`src/rtl/spi_master_pkg.sv`:
```
// rtl/spi_master_pkg.sv - shared state type and default sizing for the SPI pixel master
package spi_master_pkg;

  typedef enum logic [2:0] {IDLE, SETUP, SHIFT, HOLD, GAP} spi_m_state_t;

  localparam int SPI_PIXEL_WIDTH_DEFAULT = 24;
  localparam int SPI_CLK_DIV_DEFAULT     = 4;

endpackage

```
`src/rtl/spi_half_period_tick.sv`:
```
// rtl/spi_half_period_tick.sv - SCK half-period timebase, one-cycle tick every CLK_DIV enabled cycles
module spi_half_period_tick
  import spi_master_pkg::*;
#(
  parameter int CLK_DIV = SPI_CLK_DIV_DEFAULT
) (
  input  logic clk_i,
  input  logic reset_i,
  input  logic en_i,
  input  logic clear_i,
  output logic tick_o
);

  // Guarded so an illegal CLK_DIV still elaborates far enough to report itself.
  localparam int CW = (CLK_DIV > 2) ? $clog2(CLK_DIV) : 1;
  localparam logic [CW-1:0] LAST = CW'(CLK_DIV - 1);

  logic [CW-1:0] cnt;

  always_ff @(posedge clk_i) begin
    if (reset_i || clear_i) begin
      cnt <= '0;
    end else if (en_i) begin
      if (cnt == LAST) cnt <= '0;
      else             cnt <= cnt + CW'(1);
    end
  end

  assign tick_o = en_i && (cnt == LAST);

endmodule

```
`src/rtl/spi_pixel_master.sv`:
```
// rtl/spi_pixel_master.sv - mode-0 SPI initiator moving one pixel word per chip-select frame
module spi_pixel_master
  import spi_master_pkg::*;
#(
  parameter int PIXEL_WIDTH = SPI_PIXEL_WIDTH_DEFAULT,
  parameter int CLK_DIV     = SPI_CLK_DIV_DEFAULT
) (
  input  logic                   clk_i,
  input  logic                   reset_i,
  input  logic [PIXEL_WIDTH-1:0] tx_data_i,
  input  logic                   tx_valid_i,
  output logic                   tx_ready_o,
  output logic [PIXEL_WIDTH-1:0] rx_data_o,
  output logic                   rx_valid_o,
  output logic                   busy_o,
  output logic                   spi_sck_o,
  output logic                   spi_cs_o,
  output logic                   spi_sdo_o,
  input  logic                   spi_sdi_i
);

  localparam int W   = PIXEL_WIDTH;
  localparam int HPW = $clog2(2 * W + 1);
  localparam logic [HPW-1:0] LAST_HP = HPW'(2 * W - 1);

  if (CLK_DIV < 2) begin : g_bad_clk_div
    $error("spi_pixel_master: CLK_DIV must be >= 2");
  end

  spi_m_state_t   state, state_d;
  logic [W-1:0]   tx_shift, tx_shift_d;
  logic [W-1:0]   rx_shift, rx_shift_d;
  logic [W-1:0]   rx_data, rx_data_d;
  logic           rx_valid_d;
  logic           sck, sck_d;
  logic           cs, cs_d;
  logic           sdo, sdo_d;
  logic [HPW-1:0] hp_cnt, hp_cnt_d;
  logic           accept;
  logic           tick;

  spi_half_period_tick #(.CLK_DIV(CLK_DIV)) u_tick (
    .clk_i   (clk_i),
    .reset_i (reset_i),
    .en_i    (state != IDLE),
    .clear_i (accept),
    .tick_o  (tick)
  );

  always_comb begin
    state_d    = state;
    tx_shift_d = tx_shift;
    rx_shift_d = rx_shift;
    rx_data_d  = rx_data;
    rx_valid_d = 1'b0;
    sck_d      = sck;
    cs_d       = cs;
    sdo_d      = sdo;
    hp_cnt_d   = hp_cnt;
    accept     = 1'b0;

    case (state)
      IDLE: begin
        if (tx_valid_i) begin
          // tx_shift keeps only the bits still to be sent; the MSB goes straight to the pin.
          accept     = 1'b1;
          tx_shift_d = {tx_data_i[W-2:0], 1'b0};
          rx_shift_d = '0;
          sdo_d      = tx_data_i[W-1];
          cs_d       = 1'b0;
          sck_d      = 1'b0;
          hp_cnt_d   = '0;
          state_d    = SETUP;
        end
      end

      SETUP: begin
        if (tick) state_d = SHIFT;
      end

      SHIFT: begin
        if (tick) begin
          sck_d    = ~sck;
          hp_cnt_d = hp_cnt + HPW'(1);
          if (!sck) begin
            rx_shift_d = {rx_shift[W-2:0], spi_sdi_i};
          end else if (hp_cnt == LAST_HP) begin
            state_d = HOLD;
          end else begin
            sdo_d      = tx_shift[W-1];
            tx_shift_d = {tx_shift[W-2:0], 1'b0};
          end
        end
      end

      HOLD: begin
        if (tick) begin
          cs_d       = 1'b1;
          rx_data_d  = rx_shift;
          rx_valid_d = 1'b1;
          state_d    = GAP;
        end
      end

      GAP: begin
        if (tick) begin
          sdo_d   = 1'b0;
          state_d = IDLE;
        end
      end

      default: state_d = IDLE;
    endcase
  end

  always_ff @(posedge clk_i) begin
    if (reset_i) begin
      state      <= IDLE;
      tx_shift   <= '0;
      rx_shift   <= '0;
      rx_data    <= '0;
      rx_valid_o <= 1'b0;
      busy_o     <= 1'b0;
      sck        <= 1'b0;
      cs         <= 1'b1;
      sdo        <= 1'b0;
      hp_cnt     <= '0;
    end else begin
      state      <= state_d;
      tx_shift   <= tx_shift_d;
      rx_shift   <= rx_shift_d;
      rx_data    <= rx_data_d;
      rx_valid_o <= rx_valid_d;
      busy_o     <= (state_d != IDLE);
      sck        <= sck_d;
      cs         <= cs_d;
      sdo        <= sdo_d;
      hp_cnt     <= hp_cnt_d;
    end
  end

  assign tx_ready_o = (state == IDLE);
  assign rx_data_o  = rx_data;
  assign spi_sck_o  = sck;
  assign spi_cs_o   = cs;
  assign spi_sdo_o  = sdo;

endmodule

```
`config.mk`:
```
export PLATFORM = sky130hd
export DESIGN_NAME = spi_pixel_master
export DESIGN_NICKNAME = d
export VERILOG_FILES = /design/src/rtl/spi_master_pkg.sv /design/src/rtl/spi_half_period_tick.sv /design/src/rtl/spi_pixel_master.sv
export SDC_FILE = /design/constraint.sdc
export NUM_CORES = 1
export LEC_CHECK = 0
export ABC_AREA = 1
export CAP_MARGIN = 5
export CORE_MARGIN = 3
export CORE_UTILIZATION = 45
export DETAILED_ROUTE_END_ITERATION = 8
export HOLD_SLACK_MARGIN = 0.1
export PLACE_DENSITY = 0.69
export SYNTH_ARGS = -nofsm -noshare
export SYNTH_HDL_FRONTEND = slang
export SYNTH_SLANG_ARGS = --single-unit
```
`constraint.sdc`:
```
create_clock -name clk_i -period 1.92 [get_ports clk_i]
set_clock_uncertainty 0.15 [all_clocks]
set_input_delay 0.384 -clock clk_i [delete_from_list [all_inputs] [get_ports clk_i]]
set_output_delay 0.384 -clock clk_i [all_outputs]
set_load 0.03 [all_outputs]
```
==> metrics <==
antenna diode count 0; result of the run finished, final reports clean; largest delay contributor family on the critical path flip-flops; routability congestion estimate 0.778; Least-Margin Pin Slew 0.420 ns; final period demand of the worst path approximately 1.8 ns; most repeated cell in the gate-level netlist after synthesis sky130_fd_sc_hd__nand2_1; total global routing track utilization around 18%; Critical Path AT around 1.3 ns; dpl cell area 4430 sq um; power share of the combinational group between 10% and 20%; areal power density over the cells between 700 and 800 nW/um^2; Remaining DRCs 0; post-synthesis average cell area ~7 sq um; remaining number of nets flagged by the antenna check after routing 0; fraction of the yosys area taken by sequential cells a little under half; std cell rows 32; worst-case setup slack after placement 0.00978 ns; portion of total power attributed to sequential cells a little over half; I/O Buffers 57; Switching Fraction between 20% and 30%; height of the die 97.1 microns; final count of pins violating max slew 0; maximum number of buffers from clock root to sink 2; initial cell density of the core 47.3%; Buf/Inv on CP 2; count of unique library cells instantiated by Yosys 25; Congestion Overflow GR 0; fraction of synthesized cell area taken by the top area cell type between 40 and 50%; global-route wire length before repair between 10000 and 15000 microns; clock root buffer sky130_fd_sc_hd__clkbuf_8; H-Tree Level Count 3; Top Ports 58; Total Routed Length a little over 8000 microns; leakage power of the design 0.00209 uW; number of warnings reported in the yosys synthesis log 0; maximum operating frequency approximately 0.56 GHz; Skew-Pair Late Insertion Delay 0.36 ns; total via count in the routed design 3352; final sum of negative setup slack 0 ns; Required @ worst endpoint between 1 and 1.5 ns; drt via density roughly 5; number of clock sinks a little under 90; Crit. End Element primary output; top post-synthesis cells by area sky130_fd_sc_hd__dfxtp_1 47%, sky130_fd_sc_hd__nand2_1 11%, sky130_fd_sc_hd__nor2_1 7.9%; slowest stage delay, CP around 0.38 ns; number of synthesized register bits 87; routed wirelength normalized by instance count 11.9 microns; number of antenna violations at the first check in global routing 0; total clock buffers created by CTS 9; maximum number of pins on one net before global-route repair 32; clock-pin slew of the registers on the worst-case setup and hold paths approximately 0.090 ns; top post-synthesis cells by count 105 x sky130_fd_sc_hd__nand2_1, 87 x sky130_fd_sc_hd__dfxtp_1, 79 x sky130_fd_sc_hd__nor2_1; number of nets in the finished design 613; # placed instances a little under 700; share of power burned in the clock network about 33%; share of layout cells above drive strength 1 9.01%; Max stage delay cell, worst path sky130_fd_sc_hd__dfxtp_2; Critical Setup Path Class reg -> out; post-synthesis cell type with the largest combined area sky130_fd_sc_hd__dfxtp_1; Final Cell Area 4600 sq um; clock tree from TritonCTS done; Mapped Area approximately 3700 sq um; type of the most critical hold path reg -> reg; Max-Cap Viols 0; net switching power slightly below 1000 uW; Main synth FF type sky130_fd_sc_hd__dfxtp_1; count of routing violations after the opening detailed-route iteration roughly 140; number of global-route vias before repair roughly 3200; unrepaired setup endpoints after global routing false; normalized max-slew margin 71.9%; share of the clock period used by the worst path after layout roughly 93%; worst-path maximum fanout 7; count of non-filler cells in the finished layout 690; list of cells traversed by the critical path nor2_4, nand2_2, inv_1, buf_4; maximum vdd ir drop 483 uV; Gate Count Post-Synth around 530; Pre-antenna DRT Iters 5; post-detail-place hpwl around 5700 microns; CORE AREA between 7000 and 8000 sq um; die footprint approximately 9400 sq um; final-report setup violation count 0; post-route worst setup slack roughly 0.13 ns; synthesized net count ~560; number of enable-type register cells in the synthesized netlist 0; total design power 3560 uW; design internal power approximately 2600 uW; Die W 97.1 microns; layout overhead on the synthesized area 23.3%; type of element launching the critical path register; number of hold violations in the final report 0; ys async rst share 0%
## power groups by stage
stage / Combinational, uW / Clock (uW) / Sequential, uW
after floorplan: 300 / 0 / 1980
after global placement: 452 / 0 / 1970
after detailed placement: 463 / 0 / 1970
after CTS: 463 / 1220 / 1930
after global routing: 528 / 1300 / 1940
final: 458 / 1170 / 1930
## final timing paths
kind	startpoint	cells after the start	slack, ns	endpoint
min reg2reg	rx_data_o[23]$_SDFFE_PP0P_	2	0.30	rx_data_o[23]$_SDFFE_PP0P_
min	rx_data_o[23]$_SDFFE_PP0P_	2	0.30	rx_data_o[23]$_SDFFE_PP0P_
max	state[1]$_SDFF_PP0_	4	0.13	tx_ready_o
max reg2reg	u_tick.cnt[0]$_SDFFE_PP0N_	7	0.19	rx_data_o[0]$_SDFFE_PP0P_
## cell families after synthesis
group                      synth area share [%]
buffers and inverters                      11.1
and+or+nand+nor                            26.8
AOI/OAI and AO/OA                          14.8
DFF                                        46.6
adders and majority gates                 0.670
## through the flow
stage	hold WS, ns	utilization (%)
floorplan	0.276	-
global placement	0.280	56.2
detailed placement	0.288	56.2
CTS	0.306	58.1
global route	0.337	58.3
finish	0.304	58.3
## flip-flops by register name, indices dropped and copies added, names as in the netlist
| signal | cells |
|---|---|
| spi_sck_o | 1 |
| spi_cs_o | 1 |
| u_tick.cnt | 2 |
| rx_data_o | 24 |
| hp_cnt | 6 |
| rx_shift | 24 |
| tx_shift | 23 |
| state | 3 |
| spi_sdo_o | 1 |
| rx_valid_o | 1 |
| busy_o | 1 |
## layout by cell type (no fill, tap or decap), drive strengths merged, types with 3 or more instances in the layout
cell type and n:
clkbuf 10, nand3 42, a21oi 17, nand2 108, dlygate4sd2 26, buf 19, o21ai 90, dlymetal6s2s 3
nand4 4, inv 65, clkdlybuf4s50 27, nor2 82, dfxtp 87
## final cells by class
type / instances / area, sq um
Clock buffer: 10 / 128
Clock inverter: 6 / 50.0
Fill cell: 754 / 3290
Inverter: 62 / 233
Multi-Input combinational cell: 348 / 1590
Sequential cell: 87 / 1750
Tap cell: 102 / 128
Timing Repair Buffer: 75 / 728
## worst min-delay path: stages, from the launching register on
cell	delay, ns
sky130_fd_sc_hd__dfxtp_1	0.32
sky130_fd_sc_hd__nand2_1	0.06
sky130_fd_sc_hd__nand2_1	0.04
## metal layers
layer	track usage (%)	vias to the layer above	part of all wire [%]
li1	-	1790	-
met5	0	-	0
met2	29.1	60	46
met1	23.7	1498	49
met3	5.81	4	4.3
met4	4.64	0	0.69
## timing repair
item,CTS,global route
endpoints found under the hold margin,0,0
gates resized for setup,29,6
buffers inserted,0,0
endpoints found under the setup margin,27,10
gates cloned,0,0
hold buffers,0,0
No activity file was read; power rests on OpenSTA's default activity.
==> patch 1 (same settings) <==
`rx_data` no longer has a reset.
--- a/src/rtl/spi_pixel_master.sv
+++ b/src/rtl/spi_pixel_master.sv
@@ -119,5 +119,4 @@
       tx_shift   <= '0;
       rx_shift   <= '0;
-      rx_data    <= '0;
       rx_valid_o <= 1'b0;
       busy_o     <= 1'b0;
@@ -130,5 +129,4 @@
       tx_shift   <= tx_shift_d;
       rx_shift   <= rx_shift_d;
-      rx_data    <= rx_data_d;
       rx_valid_o <= rx_valid_d;
       busy_o     <= (state_d != IDLE);
@@ -138,4 +136,8 @@
       hp_cnt     <= hp_cnt_d;
     end
+  end
+
+  always_ff @(posedge clk_i) begin
+    rx_data <= rx_data_d;
   end
 
Formal check against the unedited RTL: no difference found for any inputs over 10 cycles, from zero or initial values and one cycle with reset_i high; that may be too few to reach the edited logic, so the function may still have changed.
==> patch 1 against the original RTL <==
  * Sequential cell count stayed put
  * Total power rose by 3.5%
  * Worst setup slack got worse by 0.084 ns
  * Sequential share of layout area is 4.4 points higher
  * Area after synthesis is 1.1% lower
  * Maximum frequency down 4.5%
  * Register-to-register slack worse by 0.04 ns
  * Wire length is 11% lower
  * Critical path depth down 3
  * Final area is 1.9% higher
  * Critical path type unchanged
==> patch 1: results (changes against the original RTL) <==
Critical-path top delay cell: clkdlybuf4s50_1
Initial DRC Count: 157 (+11%)
syn avg cell area: 8.226 µm² (+16%)
Met3 Wirelength: 393 µm (+10%)
Slew headroom: 0.7870 (+0.06768)
GRT Util Overall: 0.1673 (-0.01430)
Filler cells: 717 (-4.9%)
CP arrival: 1.34 ns (+0.09 ns)
hpwl dp: 4.771 mm (-17%)
leakage power: 2.043 nW (-2.1%)
crit-path max cell delay: 0.66 ns (+0.28 ns)
largest net degree at the start of global routing: 45 (+41%)
sw frac: 0.2592 (-0.01502)
Placed Area: 4409 µm² (-0.54%)
Placement Setup Slack: 0.06345 ns (+0.05367 ns)
area share of the largest cell type after synthesis: 0.3415 (-0.1250)
fin cells: 613 (-11%)
Hold Path Stages: 0 (-2)
global-route wire length before repair: 12.23 mm (-15%)
Syn Nets: 479 (-14%)
sequential area share after synthesis: 0.5366 (+0.07010)
WL per Instance: 11.97 µm (+0.29%)
status: finished, final reports clean
top cells by count, synth: 87 x nor2_1, 74 x nand2_1, 63 x dfxtp_1
Metal-1 WL: 3.355 mm (-16%)
routing usage on met3: 0.04570 (-0.01245)
r2r setup slk: 0.15 ns (-0.04 ns)
router iterations before antenna repair: 8 (+3)
Cell variety after synth: 29 (+16%)
Crit Path Max Fanout: 1 (-6)
met2 usage: 0.2776 (-0.01328)
WHS Endpoint: rx_data_o[23]$_DFFE_PP_
dpl cells: 596 (-12%)
main area contributors after synthesis: dfxtp_1 34%, edfxtp_1 20%, nor2_1 8.8%
Nets: 536 (-13%)
-- patch 1: cells by family after synthesis --
kind of cell / Yosys count / share of synthesized area
flops: 87 / 0.5366
xor+xnor: 1 / 0.002372
fa+ha+maj: 2 / 0.006774
buf+inv: 63 / 0.08198
simple gates: 230 / 0.2798
compound gates: 66 / 0.09248
-- patch 1: how the worst max path moves through the flow --
stage	start	end	slack, ns	cells after the start
global route	rx_data_o[12]$_DFFE_PP_	rx_data_o[12]	0.0009	1
finish	rx_data_o[5]$_DFFE_PP_	rx_data_o[5]	0.05	1
CTS	spi_sdo_o$_SDFFE_PP0P_	spi_sdo_o	0.003	1
global placement	tx_valid_i	tx_shift[23]$_SDFFE_PP0P_	0.10	7
detailed placement	tx_valid_i	tx_shift[3]$_SDFFE_PP0P_	0.06	7
floorplan	u_tick.cnt[0]$_SDFFE_PP0N_	busy_o$_SDFF_PP0_	0.03	7
-- patch 1: final cells by class --
class,count,area (µm²),area share
sequential,87,1983,0.4230
multi-input combinational,300,1450,0.3093
timing repair buffer,70,792.0,0.1689
clock buffer,11,152.6,0.03256
inverter,38,142.6,0.03042
tap,102,127.6,0.02722
clock inverter,5,40.04,0.008540
-- patch 1: power by group through the flow --
stage	clock network (mW)	logic [mW]	registers, mW
2_1_floorplan	0	0.276	2.07
5_1_grt	1.34	0.485	2.04
3_5_place_dp	0	0.425	2.07
6_report	1.23	0.427	2.03
3_3_place_gp	0	0.414	2.07
4_1_cts	1.26	0.428	2.03
-- patch 1: timing repair --
item | in CTS | in global routing
endpoints found under the hold margin | 0 | 0
gates cloned | 0 | 1
endpoints found under the setup margin | 3 | 44
pin swaps | 0 | 1
gates resized for setup | 4 | 25
==> patch 2 (same settings) <==
Made on the original files. The package constant `SPI_PIXEL_WIDTH_DEFAULT` goes from 24 to 48.
--- a/src/rtl/spi_master_pkg.sv
+++ b/src/rtl/spi_master_pkg.sv
@@ -4,5 +4,5 @@
   typedef enum logic [2:0] {IDLE, SETUP, SHIFT, HOLD, GAP} spi_m_state_t;
 
-  localparam int SPI_PIXEL_WIDTH_DEFAULT = 24;
+  localparam int SPI_PIXEL_WIDTH_DEFAULT = 48;
   localparam int SPI_CLK_DIV_DEFAULT     = 4;
 
Interface: changed (resized rx_data_o and tx_data_i); port bits go from 58 to 106. The function was not compared with the original's and may differ.
==> patch 2 against the original RTL <==
  * Sequential cell count grew 73
  * Wire length grew 66%
  * Global-route usage grew 0.51 points
  * Maximum frequency shrank 2.3%
  * Sequential power grew 82%
  * Worst setup slack lost 0.042 ns
  * Register-to-register slack lost 0.05 ns
  * Synthesized cell count grew 57%
  * Total power grew 110%
  * Non-clock buffer count grew 51
  * Sequential share of layout area grew 2.1 points
  * Critical path depth is the same
  * Area after synthesis grew 65%
  * Final area grew 74%
  * Critical endpoint unchanged
  * Largest power group unchanged
  * Highest routed layer unchanged
==> patch 2: results (changes against the original RTL) <==
status: finished, final reports clean
Resize count post-CTS: 55 (+90%)
Placed Area: 7448 µm² (+68%)
CTS H-tree depth: 4 (+1)
design area: 8009 µm² (+74%)
via count: 5408 (+61%)
CP arrival: 1.29 ns (+0.04 ns)
Nets: 976 (+59%)
WL per Instance: 12.30 µm (+3.0%)
routing usage on met3: 0.04163 (-0.01652)
CTS clk-pin slew, worst paths: 0.06 ns (-0.03 ns)
root buffer cell: clkbuf_16
Slew headroom: 0.7689 (+0.04959)
Num CTS Buffers: 17 (+8)
main area contributors after synthesis: dfxtp_1 52%, nand2_1 13%, nor2_1 7.4%
Metal-1 WL: 6.840 mm (+71%)
GRT Util Overall: 0.1867 (+0.005148)
WHS Endpoint: rx_data_o[26]$_SDFFE_PP0P_
worst hold slack: 0.3049 ns (+0.0006840 ns)
Syn Nets: 878 (+58%)
global-route wire length before repair: 22.85 mm (+58%)
vias in the first global route: 4895 (+51%)
met1 Usage GRT: 0.2580 (+0.02059)
worst-skew pair later-pin latency: 0.42 ns (+0.06 ns)
sequential area share after synthesis: 0.5191 (+0.05257)
syn avg cell area: 7.489 µm² (+5.3%)
top cells by count, synth: 220 x nand2_1, 160 x dfxtp_1, 121 x nor2_1
Initial DRC Count: 397 (+180%)
met2 usage: 0.2887 (-0.002179)
==> patch 2: cell count changes after synthesis, sizes merged, moves of 4 or more <==
| cell | change |
|---|---|
| nand2 | +114 |
| dfxtp | +73 |
| nor2 | +43 |
| o21ai | +25 |
| a22o | +14 |
| a21oi | +10 |
| clkbuf | +10 |
| buf | +9 |
| inv | -5 |
| nand3 | +4 |
==> patch 2: logic make-up after synthesis <==
family	synth area share
AO/OA/AOI/OAI	0.1389
flip-flops	0.5191
adder cells (fa/ha/maj)	0.004055
AND/OR/NAND/NOR	0.2622
XOR/XNOR	0.001420
buffers and inverters	0.07441
==> patch 2: how the worst max path moves through the flow <==
| stage | to | slack [ns] | depth (start not counted) |
|---|---|---|---|
| floorplan | rx_data_o[13]$_SDFFE_PP0P_ | 0.24 | 10 |
| global placement | rx_data_o[34]$_SDFFE_PP0P_ | 0.05 | 8 |
| detailed placement | rx_shift[30]$_SDFFE_PP0P_ | 0.04 | 6 |
| CTS | rx_data_o[43]$_SDFFE_PP0P_ | 0.01 | 8 |
| global route | tx_ready_o | 0.02 | 4 |
| finish | tx_ready_o | 0.09 | 4 |
==> patch 2: cell type report <==
class	instances	area [µm²]
fill	1258	5339
sequential	160	3204
multi-input combinational	561	2529
timing repair buffer	126	1240
clock buffer	20	456.7
tap	176	220.2
inverter	56	212.7
clock inverter	12	146.4
==> patch 2: worst max-delay path, cell delays in order (launching register included) <==
cell	delay (ns)
dfxtp_2	0.38
nor2_4	0.17
nand2_2	0.09
inv_1	0.08
buf_4	0.16
==> patch 2: report_power, final <==
part / total, mW / internal (mW) / leakage, nW / switching, mW
registers: 3.52 / 3.44 / 1.30 / 0.0733
clock network: 3.41 / 2.01 / 0.286 / 1.39
logic: 0.548 / 0.248 / 1.93 / 0.300
